--- config.mk ---
export PLATFORM = sky130hd
export DESIGN_NAME = fp4_mac_array
export DESIGN_NICKNAME = d
export VERILOG_FILES = /design/src/rtl/fp4_pkg.sv /design/src/rtl/fp4_lane.sv /design/src/rtl/fp4_mac_array.sv
export SDC_FILE = /design/constraint.sdc
export NUM_CORES = 1
export LEC_CHECK = 0
export ABC_CLOCK_PERIOD_IN_PS = 4000
export CORE_MARGIN = 4
export CORE_UTILIZATION = 53
export DETAILED_ROUTE_END_ITERATION = 8
export PLACE_DENSITY = 0.67
export SYNTH_ARGS = -nofsm -noshare
export SYNTH_HDL_FRONTEND = slang
export SYNTH_HIERARCHICAL = 1
export SYNTH_SLANG_ARGS = --single-unit
--- constraint.sdc ---
create_clock -name clk -period 4 [get_ports clk]
set_input_delay 0.8 -clock clk [delete_from_list [all_inputs] [get_ports clk]]
set_output_delay 0.8 -clock clk [all_outputs]
set_load 0.05 [all_outputs]
--- src/rtl/fp4_pkg.sv ---
// Shared FP4 (E2M1) definitions: field layout, code constants, quarter-unit grid
// and the decode/round helpers used by every MAC lane.
package fp4_pkg;

    localparam int FP4_W      = 4;
    localparam int FP4_SIGN   = 3;
    localparam int FP4_EXP_HI = 2;
    localparam int FP4_EXP_LO = 1;
    localparam int FP4_MAN    = 0;

    typedef logic [FP4_W-1:0] fp4_t;

    localparam fp4_t FP4_ZERO = 4'h0;
    localparam fp4_t FP4_MAX  = 4'h7;

    // Representable magnitudes expressed in quarter units (LSB = 0.25)
    localparam int Q_0P0 = 0;
    localparam int Q_0P5 = 2;
    localparam int Q_1P0 = 4;
    localparam int Q_1P5 = 6;
    localparam int Q_2P0 = 8;
    localparam int Q_3P0 = 12;
    localparam int Q_4P0 = 16;
    localparam int Q_6P0 = 24;

    function automatic logic [3:0] fp4_mag2(input fp4_t c);
        logic [1:0] e;
        logic [3:0] base;
        e    = c[FP4_EXP_HI:FP4_EXP_LO];
        base = {2'b00, 1'b1, c[FP4_MAN]};
        if (e == 2'd0) begin
            return {3'b000, c[FP4_MAN]};
        end
        return base << (e - 2'd1);
    endfunction

    // Midpoints between grid neighbours; '<=' where the lower neighbour has an
    // even mantissa (ties round down), '<' where the upper one does.
    function automatic logic [2:0] fp4_round_q(input logic [31:0] q);
        if (q <= 32'((Q_0P0 + Q_0P5) / 2)) return 3'd0;
        if (q <  32'((Q_0P5 + Q_1P0) / 2)) return 3'd1;
        if (q <= 32'((Q_1P0 + Q_1P5) / 2)) return 3'd2;
        if (q <  32'((Q_1P5 + Q_2P0) / 2)) return 3'd3;
        if (q <= 32'((Q_2P0 + Q_3P0) / 2)) return 3'd4;
        if (q <  32'((Q_3P0 + Q_4P0) / 2)) return 3'd5;
        if (q <= 32'((Q_4P0 + Q_6P0) / 2)) return 3'd6;
        return FP4_MAX[2:0];
    endfunction

endpackage

--- src/rtl/fp4_lane.sv ---
// One FP4 MAC lane: product register, exact saturating accumulator, and a
// round-to-FP4 result register loaded when the final sum is ready.
module fp4_lane
    import fp4_pkg::*;
#(
    parameter int ACC_W = 16
) (
    input  logic clk,
    input  logic rst,
    input  logic clr,
    input  logic load,
    input  logic acc_en,
    input  logic fin,
    input  fp4_t a,
    input  fp4_t b,
    output fp4_t res,
    output logic sat
);

    localparam int SUM_W   = ACC_W + 1;
    localparam int ACC_MAX = (2 ** (ACC_W - 1)) - 1;
    localparam logic signed [SUM_W-1:0] SUM_HI = SUM_W'(ACC_MAX);
    localparam logic signed [SUM_W-1:0] SUM_LO = -SUM_HI;

    logic        [7:0]       prod_mag;
    logic signed [8:0]       prod_next;
    logic signed [8:0]       prod_q;
    logic signed [ACC_W-1:0] acc;
    logic signed [ACC_W-1:0] acc_next;
    logic signed [SUM_W-1:0] sum;
    logic                    ovf;
    logic                    sticky;
    logic        [ACC_W-1:0] acc_abs;
    logic        [2:0]       mag_code;
    fp4_t                    rnd_code;

    always_comb begin
        prod_mag  = 8'(fp4_mag2(a)) * 8'(fp4_mag2(b));
        prod_next = (a[FP4_SIGN] ^ b[FP4_SIGN]) ? -$signed({1'b0, prod_mag})
                                                :  $signed({1'b0, prod_mag});
    end

    always_comb begin
        sum      = SUM_W'(acc) + SUM_W'(prod_q);
        ovf      = 1'b1;
        acc_next = '0;
        if (sum > SUM_HI) begin
            acc_next = ACC_W'(SUM_HI);
        end else if (sum < SUM_LO) begin
            acc_next = ACC_W'(SUM_LO);
        end else begin
            acc_next = sum[ACC_W-1:0];
            ovf      = 1'b0;
        end
    end

    // Clamping keeps |acc| <= ACC_MAX, so negation here can never overflow.
    always_comb begin
        acc_abs  = acc[ACC_W-1] ? ACC_W'(-acc) : ACC_W'(acc);
        mag_code = fp4_round_q(32'(acc_abs));
        rnd_code = (mag_code == 3'd0) ? FP4_ZERO : {acc[ACC_W-1], mag_code};
    end

    always_ff @(posedge clk or posedge rst) begin
        if (rst) begin
            prod_q <= '0;
            acc    <= '0;
            sticky <= 1'b0;
            res    <= FP4_ZERO;
            sat    <= 1'b0;
        end else if (clr) begin
            prod_q <= '0;
            acc    <= '0;
            sticky <= 1'b0;
            res    <= FP4_ZERO;
            sat    <= 1'b0;
        end else begin
            if (load) begin
                prod_q <= prod_next;
            end
            if (fin) begin
                res    <= rnd_code;
                sat    <= sticky;
                acc    <= '0;
                sticky <= 1'b0;
            end else if (acc_en) begin
                acc    <= acc_next;
                sticky <= sticky | ovf;
            end
        end
    end

endmodule

--- src/rtl/fp4_mac_array.sv ---
// Multi-lane FP4 MAC engine: beat acceptance, the valid pipeline that follows
// the last beat through the lanes, and the held valid/ready result register.
module fp4_mac_array
    import fp4_pkg::*;
#(
    parameter int LANES = 4,
    parameter int ACC_W = 16
) (
    input  logic                   clk,
    input  logic                   rst,
    input  logic                   clr,
    input  logic                   in_valid,
    output logic                   in_ready,
    input  logic                   in_last,
    input  logic [FP4_W*LANES-1:0] in_a,
    input  logic [FP4_W*LANES-1:0] in_b,
    output logic                   out_valid,
    input  logic                   out_ready,
    output logic [FP4_W*LANES-1:0] out_res,
    output logic [LANES-1:0]       out_sat
);

    logic                   accept;
    logic                   s1_valid;
    logic                   s1_last;
    logic                   s2_last;
    logic                   s3_valid;
    logic [FP4_W*LANES-1:0] lane_res;
    logic [LANES-1:0]       lane_sat;

    assign accept = in_valid & in_ready & ~clr;

    for (genvar i = 0; i < LANES; i++) begin : g_lane
        fp4_lane #(
            .ACC_W (ACC_W)
        ) u_lane (
            .clk    (clk),
            .rst    (rst),
            .clr    (clr),
            .load   (accept),
            .acc_en (s1_valid),
            .fin    (s2_last),
            .a      (in_a[FP4_W*i +: FP4_W]),
            .b      (in_b[FP4_W*i +: FP4_W]),
            .res    (lane_res[FP4_W*i +: FP4_W]),
            .sat    (lane_sat[i])
        );
    end

    always_ff @(posedge clk or posedge rst) begin
        if (rst) begin
            s1_valid <= 1'b0;
            s1_last  <= 1'b0;
            s2_last  <= 1'b0;
            s3_valid <= 1'b0;
        end else if (clr) begin
            s1_valid <= 1'b0;
            s1_last  <= 1'b0;
            s2_last  <= 1'b0;
            s3_valid <= 1'b0;
        end else begin
            s1_valid <= accept;
            s1_last  <= accept & in_last;
            s2_last  <= s1_valid & s1_last;
            s3_valid <= s2_last;
        end
    end

    // Only one vector is ever in flight after its last beat, so loading the
    // output register never collides with a pending handshake.
    always_ff @(posedge clk or posedge rst) begin
        if (rst) begin
            in_ready  <= 1'b1;
            out_valid <= 1'b0;
            out_res   <= '0;
            out_sat   <= '0;
        end else if (clr) begin
            in_ready  <= 1'b1;
            out_valid <= 1'b0;
        end else begin
            if (accept && in_last) begin
                in_ready <= 1'b0;
            end else if (out_valid && out_ready) begin
                in_ready <= 1'b1;
            end
            if (s3_valid) begin
                out_valid <= 1'b1;
                out_res   <= lane_res;
                out_sat   <= lane_sat;
            end else if (out_valid && out_ready) begin
                out_valid <= 1'b0;
            end
        end
    end

endmodule

==> impl_results.md, run 1 <==
* Mux contribution to synthesized area at ~3.7%
* Simple-Gate Fraction of Synth Area at around a fifth
* Worst setup EP type: flip-flop
* Final #Nets at 2,089
* Critical Path Start: in_b[2]
* Nature of the critical path startpoint: primary input
* # clock sinks at 150
* Max cap viols at 0
* Clock power frac at a little under a third
* Post-route ant nets at 0
* Maximum clock rate at 254 MHz
* Hpwl dp at 27,500 microns
* Sw frac at a little under two fifths
* Sequential fraction of the synthesis area at about a quarter
* Critical Path AT at around 4300 ps
* Residual DRC count at 0
* Total GRT Usage at 23.7%
* Worst setup endpoint: g_lane[0].u_lane/prod_q[6]$_DFFE_PP0P_
* Design Area, Final at about 0.017 sq mm
* Yosys top cell area share at 25.3%
* Sequential power share at approximately a third
* Root Buffer: clkbuf_16
* IO Count at 60
* Synth Area in Compound Gates at ~26%
* Gr ovfl total at 0
* CTS Buf Count at 17
* Synth Register Bits at 150
* Final GP Congestion at ~0.85
* Longest Clk Path Bufs at 2
* Chip height at roughly 170 microns
* Area after DPL at between 0.015 and 0.02 sq mm
* Crit-path cells: buf_4 -> inv_8 -> ha_4 -> nor2b_4 -> o21ai_2 -> or2_4 -> fa_1 -> inv_2 -> fa_1 -> buf_4 -> fa_2 -> a21oi_1 -> nor2_1 -> nor2_1 -> xnor2_2 -> or3_1 -> a311oi_1
* Place WS at -824 ps
* Final wirelength at between 30,000 and 40,000 microns
* Critical Path Max Stage Delay at ~500 ps
* Adder-cell area share of the yosys netlist at between 10% and 20%
* Critical R2R Launch: g_lane[2].u_lane/prod_q[8]$_DFFE_PP0P_
* Worst VDD drop at ~240 uV
* Reg2reg end: g_lane[2].u_lane/acc[12]$_DFFE_PP0P_
* Synthesized area per cell at around 8.3 sq um
* Synthesized area at about 0.015 sq mm
* Final Max Slew Viols at 0
* RSZ-0062 raised after global routing: true
* Post-synth ARST share at 100%
* DR iter-0 viols at between 800 and 900
* Top post-synthesis cells by area: dfrtp_1 25%, ha_1 12%, nor2_1 5.7%, a21oi_1 4.4%, nand2_1 3.5%
* Clk_skew at slightly below 10 ps
* Syn nets at 1,964
* Via count at 13,500
* Synth Area in XOR/XNOR at 5.35%
* Final hold violations at 0
* Yosys cell types at between 100 and 150
* Setup TNS at 0 ps
* Diode count at 0
* Final core utilization at 63.8%
* Die width at 175 microns
* Post-synth EDFFs at 0
* PD cells at 303 mW/mm^2
* Switching power total at a little under 0.002 W
* Clk Latency, worst-skew pair at roughly 440 ps
* Reg2reg path depth at 10
* # setup viols final at 0
* Ys flop type: dfrtp_1
* Fill count at around 2,400
* R2R Setup Slk at roughly 520 ps
* Die footprint at about 0.031 sq mm
* Number of global-route vias before repair at about 13,000
* Hold Path Class: reg2reg
* IO buf count at between 50 and 60
* Combinational share of power at a little over a third
* Number of H-tree levels at 4
* Vias per cell at 5.91
* # hold bufs at CTS at 0
* Internal power at around 0.0033 W
* Slew headroom at approximately 28%
* Outcome: finished clean
* CP required at approximately 4300 ps
* Slowest CP cell: fa_1
* Setup WS post-layout at ~64 ps
* Yosys warnings at 6
* Clock transition at path regs at around 70 ps
* Largest family of logic cells by synthesized area: compound AO/OA/AOI/OAI gates
* Minimum clock period at 3940 ps
* Final period utilization at 98.4%
* P&R area growth vs syn at 17.5%
* Largest net degree at the start of global routing at 65
* Core region area at approximately 0.027 sq mm
* Post-Synthesis Cells at around 1,800
* 1st-pass router iterations at 8
* Leak pwr at just under 8 nW
* Crit path kind: in2reg
* Leading area contributor after synthesis: dfrtp_1
* Worst-margin pin slew at about 1100 ps
* Fraction of layout cells with a size suffix above 1 at between 10% and 20%
* TritonCTS clock tree: done
* Starting Density at approximately 54%
* Worst Path Max Fanout at 4
* Initial antenna violation count at 1
* First-pass GRT wire length at 61,800 microns
* Row count at 60
* WL per Instance at 15.9 microns
worst max-delay path, delay by kind of cell:
family / cells / cell delay, ps
xor gates and xnor gates: 1 / 120
adders and majority gates: 4 / 1570
buffers and inverters: 4 / 340
and+or+nand+nor: 5 / 990
AOI/OAI and AO/OA: 3 / 470
power groups by stage:
stage / registers (W) / clock network, W / logic, W
floorplan: 0.00172 / 0 / 0.00137
global placement: 0.00175 / 0 / 0.00181
detailed placement: 0.00175 / 0 / 0.00184
CTS: 0.00173 / 0.00165 / 0.00186
global route: 0.00174 / 0.00173 / 0.00213
finish: 0.00173 / 0.00162 / 0.00191
cell type report:
type	instances	area, sq um	share of cell area (%)
Timing Repair Buffer	159	1320	7.60
Clock buffer	17	425	2.46
Sequential cell	150	3760	21.7
Multi-Input combinational cell	1449	10700	61.8
Inverter	116	483	2.79
Clock inverter	15	164	0.946
Tap cell	372	465	2.69
placed cells by master, fill, tap and decap left out, types with 13 or more instances in the layout:
cell | netlist | final
nand2_1 | 139 | 138
o21a_1 | 16 | 16
a211oi_1 | 26 | 26
o22ai_1 | 22 | 22
nor2b_1 | 21 | 13
xnor2_1 | 54 | 46
nor2_1 | 224 | 219
a31oi_1 | 28 | 28
nor3_1 | 49 | 49
nand2b_1 | 22 | 22
clkbuf_16 | 0 | 17
inv_1 | 116 | 97
dfrtp_1 | 149 | 148
a311oi_1 | 34 | 34
or3_1 | 22 | 22
mux2i_1 | 22 | 22
mux2_4 | 20 | 20
fa_1 | 20 | 15
xor2_1 | 36 | 35
o21ai_2 | 6 | 13
a21oi_2 | 6 | 15
ha_1 | 138 | 129
o21ai_0 | 92 | 84
nand3_1 | 17 | 17
clkdlybuf4s50_1 | 0 | 34
o211ai_1 | 16 | 16
a21o_1 | 34 | 34
buf_4 | 0 | 103
a21oi_1 | 129 | 119
cells by family (layout without fill, tap and decap cells):
logic type      count (synthesis)  in the layout
mux                            44             44
simple gates                  603            603
buf+inv                       169            307
flops                         150            150
fa+ha+maj                     167            167
compound gates                545            545
xor+xnor                       90             90
registers in the layout (all words and copies together) (netlist names):
register              count
g_lane.u_lane/res        16
s2_last                   1
out_res                  16
in_ready                  1
s1_valid                  1
g_lane.u_lane/acc        64
g_lane.u_lane/prod_q     36
s1_last                   1
g_lane.u_lane/sticky      4
out_valid                 1
g_lane.u_lane/sat         4
s3_valid                  1
out_sat                   4
cells in the mapped netlist (21+ instances only):
cell,instances
inv_1,116
clkbuf_1,38
a21o_1,34
dfrtp_1,149
a311oi_1,34
ha_1,138
a21oi_1,129
o21ai_0,92
nor3_1,49
or3_1,22
nand2b_1,22
o22ai_1,22
xnor2_1,54
a211oi_1,26
nand2_1,139
mux2i_1,22
nor2_1,224
a31oi_1,28
nor2b_1,21
xor2_1,36
repair_timing:
action                                  4_1_cts  5_1_grt
pin swaps                                    31       56
buffers inserted                              4        4
gates resized for setup                      52       84
endpoints found under the setup margin       24       16
through the flow:
step / power (W) / hold WS, ps / instances
finish: 0.00525 / 479 / 2278
floorplan: 0.00309 / 445 / 1768
detailed placement: 0.00360 / 468 / 2238
global route: 0.00559 / 510 / 2278
CTS: 0.00523 / 486 / 2274
global placement: 0.00356 / 464 / 2238
how the worst min path moves through the flow:
stage | from | to | slack [ps] | cells past startpoint
final | s1_last$_DFF_PP0_ | s2_last$_DFF_PP0_ | 480 | 2
after global routing | g_lane[1].u_lane/res[3]$_DFFE_PP0P_ | out_res[7]$_DFFE_PP0P_ | 510 | 1
after CTS | s1_last$_DFF_PP0_ | s2_last$_DFF_PP0_ | 490 | 2
after detailed placement | s1_last$_DFF_PP0_ | s2_last$_DFF_PP0_ | 470 | 2
after global placement | s1_last$_DFF_PP0_ | s2_last$_DFF_PP0_ | 460 | 2
after floorplan | s1_last$_DFF_PP0_ | s2_last$_DFF_PP0_ | 450 | 2
per-layer routing:
metal | GRT usage (%) | part of all wire [%] | routed length, microns
met5 | 0 | 0.055 | 20
met4 | 5.14 | 1.3 | 459
met3 | 4.02 | 3.9 | 1400
met2 | 39.4 | 48 | 17400
met1 | 32.5 | 47 | 17100
No activity file was read; power rests on OpenSTA's default activity.
==> inputs of run 2 (changes only) <==
--- a/config.mk
+++ b/config.mk
@@ -6,10 +6,11 @@
 export NUM_CORES = 1
 export LEC_CHECK = 0
 export ABC_CLOCK_PERIOD_IN_PS = 4000
+export CORE_ASPECT_RATIO = 0.75
 export CORE_MARGIN = 4
-export CORE_UTILIZATION = 53
+export CORE_UTILIZATION = 40
 export DETAILED_ROUTE_END_ITERATION = 8
-export PLACE_DENSITY = 0.67
+export PLACE_DENSITY = 0.52
 export SYNTH_ARGS = -nofsm -noshare
 export SYNTH_HDL_FRONTEND = slang
 export SYNTH_HIERARCHICAL = 1
==> run 2 against run 1 <==
Worst setup slack gained 94 ps. Cell count grew 5.7%. Die area grew 31%. Largest cell class unchanged. Largest power group unchanged.
==> impl_results.md, run 2 (synthesized netlist as in run 1, its figures left out) <==
* Hold Path Class: reg2reg (unchanged)
* IO buf count at 59 (unchanged)
* Final period utilization at 96.0% (was 98.4%)
* Final GP Congestion at 0.819 (was 0.845)
* Worst-margin pin slew at 911 ps (was 1080 ps)
* Slew headroom at 39.1% (was 27.8%)
* Largest regs: g_lane.u_lane/acc (64), g_lane.u_lane/prod_q (36) (unchanged)
* IO Count at 60 (unchanged)
* Residual DRC count at 0 (unchanged)
* Outcome: finished clean (unchanged)
* Die width at 230 microns (was 175 microns)
* Gr ovfl total at 0 (unchanged)
* CTS Buf Count at 17 (unchanged)
* First-pass GRT wire length at 64,700 microns (was 61,800 microns)
* Reg2reg path depth at 11 (was 10)
* Total GRT Usage at 19.2% (was 23.7%)
* Hpwl dp at 29,900 microns (was 27,500 microns)
* Clk Latency, worst-skew pair at 440 ps (about the same)
* Clk_skew at 9.69 ps (about the same)
* R2R Setup Slk at 660 ps (was 520 ps)
* Worst Path Max Fanout at 4 (unchanged)
* Setup WS post-layout at 158 ps (was 64.0 ps)
* CP required at 4310 ps (was 4340 ps)
* Max cap viols at 0 (unchanged)
* Minimum clock period at 3840 ps (was 3940 ps)
* Core region area at 0.0361 sq mm (was 0.0272 sq mm)
* Crit path kind: in2reg (unchanged)
* Fraction of layout cells with a size suffix above 1 at 17.8% (was 17.5%)
* Maximum clock rate at 260 MHz (was 254 MHz)
* Longest Clk Path Bufs at 2 (unchanged)
* Number of H-tree levels at 4 (unchanged)
* Leak pwr at 8.00 nW (was 7.95 nW)
* 1st-pass router iterations at 5 (was 8)
* Clock transition at path regs at 70 ps (about the same)
* Starting Density at 40.8% (was 54.3%)
* Worst VDD drop at 223 uV (was 239 uV)
* Final Max Slew Viols at 0 (unchanged)
* Reg2reg end: g_lane[0].u_lane/sticky$_DFFE_PP0P_ (was g_lane[2].u_lane/acc[12]$_DFFE_PP0P_)
* Largest Register: g_lane.u_lane/acc (unchanged)
* Max reg flops at 64 (unchanged)
* Final wirelength at 38,600 microns (was 36,300 microns)
* Post-route ant nets at 0 (unchanged)
* Worst setup endpoint: g_lane[2].u_lane/prod_q[8]$_DFFE_PP0P_ (was g_lane[0].u_lane/prod_q[6]$_DFFE_PP0P_)
* Critical Path Start: in_a[9] (was in_b[2])
* Chip height at 174 microns (was 175 microns)
* # hold bufs at CTS at 0 (unchanged)
* TritonCTS clock tree: done (unchanged)
* Row count at 60 (unchanged)
* Final #Nets at 2,095 (was 2,089)
* Place WS at -846 ps (was -824 ps)
* DR iter-0 viols at 835 (was 863)
* Vias per cell at 5.51 (was 5.91)
* Final hold violations at 0 (unchanged)
* # clock sinks at 150 (unchanged)
* Die footprint at 0.0400 sq mm (was 0.0306 sq mm)
* Total power at 0.00542 W (was 0.00525 W)
* PD cells at 309 mW/mm^2 (was 303 mW/mm^2)
* Number of global-route vias before repair at 12,500 (was 12,800)
* Final hold slack at 495 ps (was 479 ps)
* Largest net degree at the start of global routing at 43 (was 65)
* Critical R2R Launch: g_lane[0].u_lane/acc[0]$_DFFE_PP0P_ (was g_lane[2].u_lane/prod_q[8]$_DFFE_PP0P_)
* Final core utilization at 48.6% (was 63.8%)
* WL per Instance at 16.0 microns (was 15.9 microns)
* P&R area growth vs syn at 19.0% (was 17.5%)
* Nature of the critical path startpoint: primary input (unchanged)
* Initial antenna violation count at 0 (was 1)
* Via count at 13,300 (was 13,500)
* Most frequent cells in the layout: 220 x nor2_1, 148 x dfrtp_1, 138 x nand2_1 (was 219 x nor2_1, 148 x dfrtp_1, 138 x nand2_1)
* Root Buffer: clkbuf_16 (unchanged)
* Worst setup EP type: flip-flop (unchanged)
* Critical Path AT at 4150 ps (was 4280 ps)
* Diode count at 0 (unchanged)
* Hold_sp: s1_last$_DFF_PP0_ (unchanged)
* # setup viols final at 0 (unchanged)
* Most common cell after layout, fill and taps aside: nor2_1 (unchanged)
==> run 2: cell types whose count changed in the layout (fill, tap and decap cells not counted), sizes merged <==
cell	previous run	this run
clkinv	3	2
bufinv	1	3
clkinvlp	3	0
buf	111	114
clkbuf	23	25
dlygate4sd2	4	3
inv	124	126
dlymetal6s2s	4	5
clkdlybuf4s15	0	1
==> run 2: worst min-delay path by stage <==
stage | endpoint | slack (ps) | depth (start not counted)
after floorplan | s2_last$_DFF_PP0_ | 450 | 2
after global placement | g_lane[2].u_lane/sticky$_DFFE_PP0P_ | 480 | 1
after detailed placement | s2_last$_DFF_PP0_ | 480 | 2
after CTS | s2_last$_DFF_PP0_ | 500 | 2
after global routing | out_res[4]$_DFFE_PP0P_ | 510 | 1
final | s2_last$_DFF_PP0_ | 490 | 2
==> run 2: metal layers <==
layer,wire (microns),track usage (%),up-vias
li1,-,-,6739
met1,20700,29.7,6305
met2,16500,28.4,205
met3,1150,2.82,26
met4,374,3.63,0
met5,0,0,-
==> run 2: layout make-up <==
class	count	area [sq um]
tap	496	621
inverter	116	475
fill	3419	18600
clock inverter	15	203
clock buffer	17	425
timing repair buffer	165	1350
sequential	150	3760
multi-input combinational	1449	10700
==> run 2: worst max-delay path, cell delays in order <==
cell and delay, ps:
clkbuf_4 150, inv_8 30, ha_4 270, nor2b_4 140, o21ai_2 70, or2_4 250
fa_1 500, inv_1 50, fa_1 500, fa_2 400, a21o_1 200, a21oi_2 170
xnor2_2 100, buf_4 160, o311ai_2 250, a21oi_1 100
==> run 2: metrics by stage <==
step	cell area, sq um	std cells	setup TNS, ps
2_1_floorplan	15000	1768	-134
3_3_place_gp	16700	2369	-15060
4_1_cts	17400	2405	0
3_5_place_dp	16700	2369	-16400
6_report	17500	2408	0
5_1_grt	17500	2408	-45.5
==> run 2: repair_timing <==
item / 4_1_cts / 5_1_grt
buffers inserted: 4 / 3
pin swaps: 31 / 49
setup endpoints to repair: 24 / 18
endpoints found under the hold margin: 0 / 0
gates resized for setup: 55 / 71
==> run 2: power breakdown <==
part / leakage [nW] / total (W) / switching, W / internal [W]
sequential: 2.04 / 0.00173 / 0.000132 / 0.00160
combinational: 5.65 / 0.00194 / 0.00111 / 0.000826
clock: 0.310 / 0.00176 / 0.000748 / 0.00101
total: 8.00 / 0.00542 / 0.00199 / 0.00343
